--- src/rtl/controle_vedacao.sv ---
// Corking-station controller: presses one cork per bottle, pulses the cork counter's
// decrement, and runs the refill/parallel-load handshake when the counter runs dry.
module controle_vedacao #(
  parameter logic [6:0]  REFILL_QTY   = 7'd99,
  parameter int unsigned PRESS_CYCLES = 4,
  parameter int unsigned LOW_MARK     = 5
) (
  input  logic        CLOCK,
  input  logic        RESET,
  input  logic        GARRAFA_OK,
  input  logic [6:0]  COUNT,
  input  logic        ZERO,
  input  logic        REPOSICAO_ACK,
  output logic        ENABLE,
  output logic        LOAD,
  output logic [6:0]  DADOS,
  output logic        PRENSA,
  output logic        GARRAFA_PRONTA,
  output logic        PEDIDO_REPOSICAO,
  output logic        ALERTA_BAIXO,
  output logic [15:0] TOTAL_VEDADAS
);

  localparam int unsigned TIMER_W = 8;
  localparam int unsigned COUNT_W = 7;
  localparam int unsigned TOTAL_W = 16;

  typedef enum logic [2:0] {
    IDLE,
    PRESS,
    WAIT_REMOVE,
    REFILL_REQ,
    REFILL_LOAD,
    SETTLE
  } state_t;

  state_t             state;
  logic [TIMER_W-1:0] timer;

  // Single registered FSM; pulse outputs default low every cycle.
  always_ff @(posedge CLOCK or negedge RESET) begin
    if (!RESET) begin
      state            <= IDLE;
      timer            <= '0;
      ENABLE           <= 1'b0;
      LOAD             <= 1'b0;
      DADOS            <= '0;
      PRENSA           <= 1'b0;
      GARRAFA_PRONTA   <= 1'b0;
      PEDIDO_REPOSICAO <= 1'b0;
      ALERTA_BAIXO     <= 1'b0;
      TOTAL_VEDADAS    <= '0;
    end else begin
      ENABLE         <= 1'b0;
      LOAD           <= 1'b0;
      DADOS          <= '0;
      GARRAFA_PRONTA <= 1'b0;
      ALERTA_BAIXO   <= (COUNT <= COUNT_W'(LOW_MARK)) && !ZERO;

      case (state)
        IDLE: begin
          // An empty magazine wins over a waiting bottle, so no cork is fired on ZERO.
          if (ZERO) begin
            state            <= REFILL_REQ;
            PEDIDO_REPOSICAO <= 1'b1;
          end else if (GARRAFA_OK) begin
            state  <= PRESS;
            ENABLE <= 1'b1;
            PRENSA <= 1'b1;
            timer  <= TIMER_W'(1);
          end
        end
        PRESS: begin
          if (timer == TIMER_W'(PRESS_CYCLES)) begin
            state          <= WAIT_REMOVE;
            PRENSA         <= 1'b0;
            GARRAFA_PRONTA <= 1'b1;
            TOTAL_VEDADAS  <= TOTAL_VEDADAS + TOTAL_W'(1);
            timer          <= '0;
          end else begin
            timer <= timer + TIMER_W'(1);
          end
        end
        WAIT_REMOVE: begin
          if (!GARRAFA_OK) state <= IDLE;
        end
        REFILL_REQ: begin
          if (REPOSICAO_ACK) begin
            state            <= REFILL_LOAD;
            LOAD             <= 1'b1;
            DADOS            <= REFILL_QTY;
            PEDIDO_REPOSICAO <= 1'b0;
          end
        end
        REFILL_LOAD: state <= SETTLE;
        // Gives the counter one cycle to clear ZERO after the load.
        SETTLE:      state <= IDLE;
        default:     state <= IDLE;
      endcase
    end
  end

endmodule

--- config.mk ---
export PLATFORM = sky130hd
export DESIGN_NAME = controle_vedacao
export DESIGN_NICKNAME = d
export VERILOG_FILES = /design/src/rtl/controle_vedacao.sv
export SDC_FILE = /design/constraint.sdc
export NUM_CORES = 1
export LEC_CHECK = 0
export CELL_PAD_IN_SITES_DETAIL_PLACEMENT = 0
export CELL_PAD_IN_SITES_GLOBAL_PLACEMENT = 1
export CORE_AREA = 2 2 87 64
export DETAILED_ROUTE_END_ITERATION = 10
export DIE_AREA = 0 0 89 66
export PLACE_DENSITY_LB_ADDON = 0.1
export SLEW_MARGIN = 20
export SYNTH_ARGS = -nofsm -noshare
export SYNTH_HDL_FRONTEND = slang
export SYNTH_SLANG_ARGS = --single-unit
--- constraint.sdc ---
create_clock -name CLOCK -period 2.4 [get_ports CLOCK]
set_input_delay 0.6 -clock CLOCK [delete_from_list [all_inputs] [get_ports CLOCK]]
set_output_delay 0.6 -clock CLOCK [all_outputs]
set_load 0.05 [all_outputs]
# Word-level counts from Yosys, hierarchy flattened
# Cells that the tools add are included.
[word_totals]
ff_bits = 40
inputBits = 12
output_inout_bits = 29
wordCells = 61
[op_classes]
addsub = 2
magnitude_cmp = 1
n_eq_ne = 12
n_mux = 26
n_reduce_logical = 10
[ops]
columns = ["op", "count"]
rows = [
  ["$mux 8", 3],
  ["$add 16x1->16 const B", 1],
  ["$pmux 8 s2", 1],
  ["$mux 3", 5],
  ["$pmux 3 s5", 1],
  ["$mux 7", 2],
  ["$mux 1", 12],
  ["$ne 2x2->1 const B", 6],
  ["$add 8x1->8 const B", 1],
  ["$eq 8x3->1 const B", 1],
  ["$reduce_and 4->1", 2],
  ["$le 7x3->1 const B", 1],
  ["$eq 3x2->1 const B", 2],
  ["$reduce_and 3->1", 2],
  ["$pmux 1 s2", 2],
  ["$reduce_bool 2->1", 2],
  ["$eq 3x1->1 const B", 1],
  ["$eq 3x3->1 const B", 1],
  ["$logic_not 3->1", 1],
  ["$ne 3x3->1 const B", 1],
  ["$reduce_and 2->1", 1],
  ["$logic_and 1x1->1", 1],
  ["$logic_not 1->1", 1],
]

# Depth between registers and ports, before layout
[depth]
ltp_word = 3
mapped_depth = 7
ltp_nobuf = 7

# Least setup slack after synthesis
# Ideal clock, no wire load.
[synth_timing]
kind = "register to register"
startpoint = "register TOTAL_VEDADAS[0]"
endpoint = "register TOTAL_VEDADAS[14]"
setup_ns = 0.144
arrival_ns = 1.564
required_ns = 2.256
path_slack_ns = 0.692
stages_incl_launch_ff = 6
n_path_buf = 0
period_less_slack_ns = 1.708
cell_sequence = "dfrtp_1 ha_1 and3_1 nand3_1 nor4_1 xor2_1"
[synth_via]
elab_chain_cells = 1
[synth_lines]
columns = ["element", "line", "rtl"]
rows = [
  ["from (decl)", "21", "output logic [15:0] TOTAL_VEDADAS"],
  ["from (signal assigned)", "78", "TOTAL_VEDADAS <= TOTAL_VEDADAS + TOTAL_W'(1);"],
  ["$add 16x1->16", "78", ""],
]
# Every way passes these cells.
# A chain may end at the register's enable or synchronous reset.

# Final worst setup path
[layout_timing]
startpoint = "register TOTAL_VEDADAS[6]"
endpoint = "output port TOTAL_VEDADAS[6]"
# No word-level cell between the ends.

==> metrics.csv <==
stage,metric,value,unit
outcome,status,"complete, no violations",
cts,htreeDepth,2,
power,p_leak,0.986,nW
critical_path,critPathMaxFanout,6,
yosys,synthTopCellsByArea,"dfrtp_1 50%, xor2_1 9.0%, buf_4 3.6%, nand2_1 3.4%, nor2_1 3.0%",
cts,cts_buffer_depth,2,
critical_path,crit_path_top_delay_cell,clkdlybuf4s50_1,
yosys,synth_top_cell_area_share,50.2,%
floorplan,initial_core_util,32.5,%
power,p_clk_share,23.4,%
grt,grtUsageMet2,17.9,%
cts,cts_hold_buf,0,
layout,drive_gt1_share,10.4,%
timing,worstMarginPinSlew,0.611,ns
cts,cts_setup_buffers,0,
worst_hold_path,min_path_type,flip-flop to flip-flop,
layout,fillCellCount,501,
critical_path,cpPeakStageDelay,0.84,ns
yosys,ys_ff_latch,33,
power,power_density,905,nW/um^2
layout,fin_nets,206,
floorplan,die_h,66,um
grt,track_usage,13.4,%
floorplan,num_rows,22,
layout,multi_input_area,741,um^2
place,port_buffers,36,
layout,diodes,0,
power,pwr-share-comb,36.7,%
critical_path,cp_cell_sequence,clkdlybuf4s50_1,
cts,cts-resized-gates,0,
yosys,ys_seq_area_share,50.2,%
cts,clkTransAtPathRegs,0.07,ns
timing,slew_headroom,59.2,%
critical_path,cp.arrival,1.56,ns
timing,tns,0,ns
drt,wl_per_cell,13.5,um
cts,cts_root_buf,clkbuf_8,
cts,insertion_delay,0.28,ns
grt,busiest_layer,met1,
power,switchingPower,778,uW
floorplan,dieArea,5870,um^2
timing,fmax,462,MHz
yosys,synth_area_per_cell,10.8,um^2
floorplan,die_w,89,um
place,dp_hpwl,2.51,mm
grt,antenna_found_initial,0,
timing,setup_viol,0,
critical_path,crit_type,flip-flop to primary output,
grt,grt_pass1_vias,1178,
timing,rsz0062_at_grt,false,
cts,cts_tree,yes,
yosys,synth_cell_types,41,
grt,grt_max_degree,34,
timing,finClkSkew,0.00366,ns
grt,gr-usage-met1,20.5,%
grt,use_met3,3.75,%
yosys,synth.cell_area,1650,um^2
timing,min_period,2.16,ns
power,internal-power,1.19,mW
floorplan,core_area,5060,um^2
cts,cts.sinks,33,
power,p_seq_share,39.9,%
timing,min_period_over_period,90.1,%
critical_path,worstSetupStartpointType,flip-flop,
drt,vias,1228,
power,ir_worst_vdd,0.490,mV
layout,seqCellArea,826,um^2
run,cap_violations,0,
critical_path,cp-end-kind,primary output,
yosys,synth_cells,152,
critical_path,crit_family,buffers and inverters,
yosys,ys_warn_count,0,
critical_path,crit_buf_inv,1,
layout,area_delta_synth_final,31.8,%
floorplan,ioPinCount,41,
cts,numCtsBuffers,5,
drt,final_antenna_net_count,0,
drt,drt_iter0_drc,74,
drt,wl,3.56,mm
drt,vias_per_cell,4.65,
grt,grt_pass1_wl,5.88,mm
drt,first_pass_iters,4,
timing,hold_violations,0,
drt,drc,0,
power,switching_share,39.6,%
critical_path,cp_data_required_time,1.80,ns
grt,grt_overflow,0,
timing,drv_slew,0,
yosys,yosys.area.top_type,dfrtp_1,
timing,hold_ws,0.467,ns
place,place.gp.congestion,0.722,
[state kept, by name, indices dropped and copies added (netlist names)]
name	cells
PEDIDO_REPOSICAO	1
DADOS	1
ALERTA_BAIXO	1
timer	8
state	3
PRENSA	1
TOTAL_VEDADAS	16
ENABLE	1
GARRAFA_PRONTA	1
[power by group through the flow]
stage	combinational, mW	clock [mW]	sequential [mW]
after floorplan	0.451	0	0.824
after global placement	0.708	0	0.784
after detailed placement	0.716	0	0.789
after CTS	0.722	0.479	0.779
after global routing	0.782	0.502	0.800
final	0.720	0.460	0.784
[per-layer routing]
metal	part of all wire, %	wire, um	vias to the layer above
met2	42	1490	30
met1	53	1900	595
met4	0.45	16	0
li1	-	-	599
met5	0	0	-
met3	4.4	156	4
[cell usage after synthesis (all sizes together)]
library cell and n:
a211o 1, a211oi 2, a21o 1, a21oi 2, a22oi 1, a32o 1, and2 2, and3 2
and4 4, buf 10, clkbuf 1, conb 1, dfrtp 33, ha 3, inv 4, nand2 15
nand2b 1, nand3 4, nand4 3, nor2 13, nor2b 2, nor3 6, nor3b 1, nor4 4
nor4b 1, nor4bb 1, o2111ai 4, o211ai 2, o21a 1, o21ai 3, o311ai 1, o31ai 1
xnor2 4, xor2 17
[logic make-up after synthesis]
kind of cell | synth area share (%)
and+or+nand+nor | 21.9
DFF | 50.2
xor gates and xnor gates | 11.2
AOI/OAI and AO/OA | 8.97
buffers and inverters | 5.32
adders and majority gates | 2.28
other | 0.228
[layout make-up]
| class | count | area share (%) |
|---|---|---|
| well taps | 72 | 4.15 |
| clock buffers | 7 | 4.44 |
| clock inverters | 1 | 0.231 |
| inverters | 4 | 0.692 |
| repair buffers | 41 | 18.3 |
| multi-input cells | 106 | 34.1 |
| flip-flops and latches | 33 | 38.0 |
[cells in the final DEF, fill, tap and decap left out, types with 2 or more instances in the layout]
| cell | count |
|---|---|
| nand4_1 | 2 |
| nor2b_1 | 2 |
| nand2_1 | 15 |
| nand3_1 | 3 |
| dfrtp_1 | 33 |
| buf_4 | 5 |
| nor2_1 | 13 |
| and4_1 | 3 |
| clkdlybuf4s50_1 | 36 |
| xnor2_1 | 4 |
| a211oi_1 | 2 |
| xor2_1 | 17 |
| ha_1 | 3 |
| o2111ai_1 | 4 |
| inv_1 | 3 |
| and3_1 | 2 |
| a21oi_1 | 2 |
| nor4_1 | 4 |
| conb_1 | 3 |
| clkbuf_8 | 7 |
| nor3_1 | 6 |
| o211ai_1 | 2 |
| o21ai_0 | 3 |
[path summary, 6_finish.rpt]
| check | from | to | slack (ns) | cells after the start |
|---|---|---|---|---|
| min reg2reg | TOTAL_VEDADAS[15] | TOTAL_VEDADAS[15] | 0.47 | 1 |
| max reg2reg | timer[0] | TOTAL_VEDADAS[15] | 0.52 | 6 |
| min | TOTAL_VEDADAS[15] | TOTAL_VEDADAS[15] | 0.47 | 1 |
| min in group asynchronous | RESET | timer[4] | 0.71 | 2 |
| max | TOTAL_VEDADAS[6] | TOTAL_VEDADAS[6] | 0.24 | 1 |
| max in group asynchronous | RESET | PRENSA | 1.38 | 2 |
[stage by stage]
step	instances	power (mW)	util (%)	setup WS (ns)	cell area [um^2]
floorplan	154	1.27	-	0.692	1650
global placement	256	1.49	40.9	0.0963	2070
detailed placement	256	1.50	40.9	0.0895	2070
CTS	264	1.98	42.9	0.227	2170
global route	264	2.08	42.9	0.161	2170
finish	264	1.96	42.9	0.237	2170
Note: power is estimated with default switching activity, not from simulation.
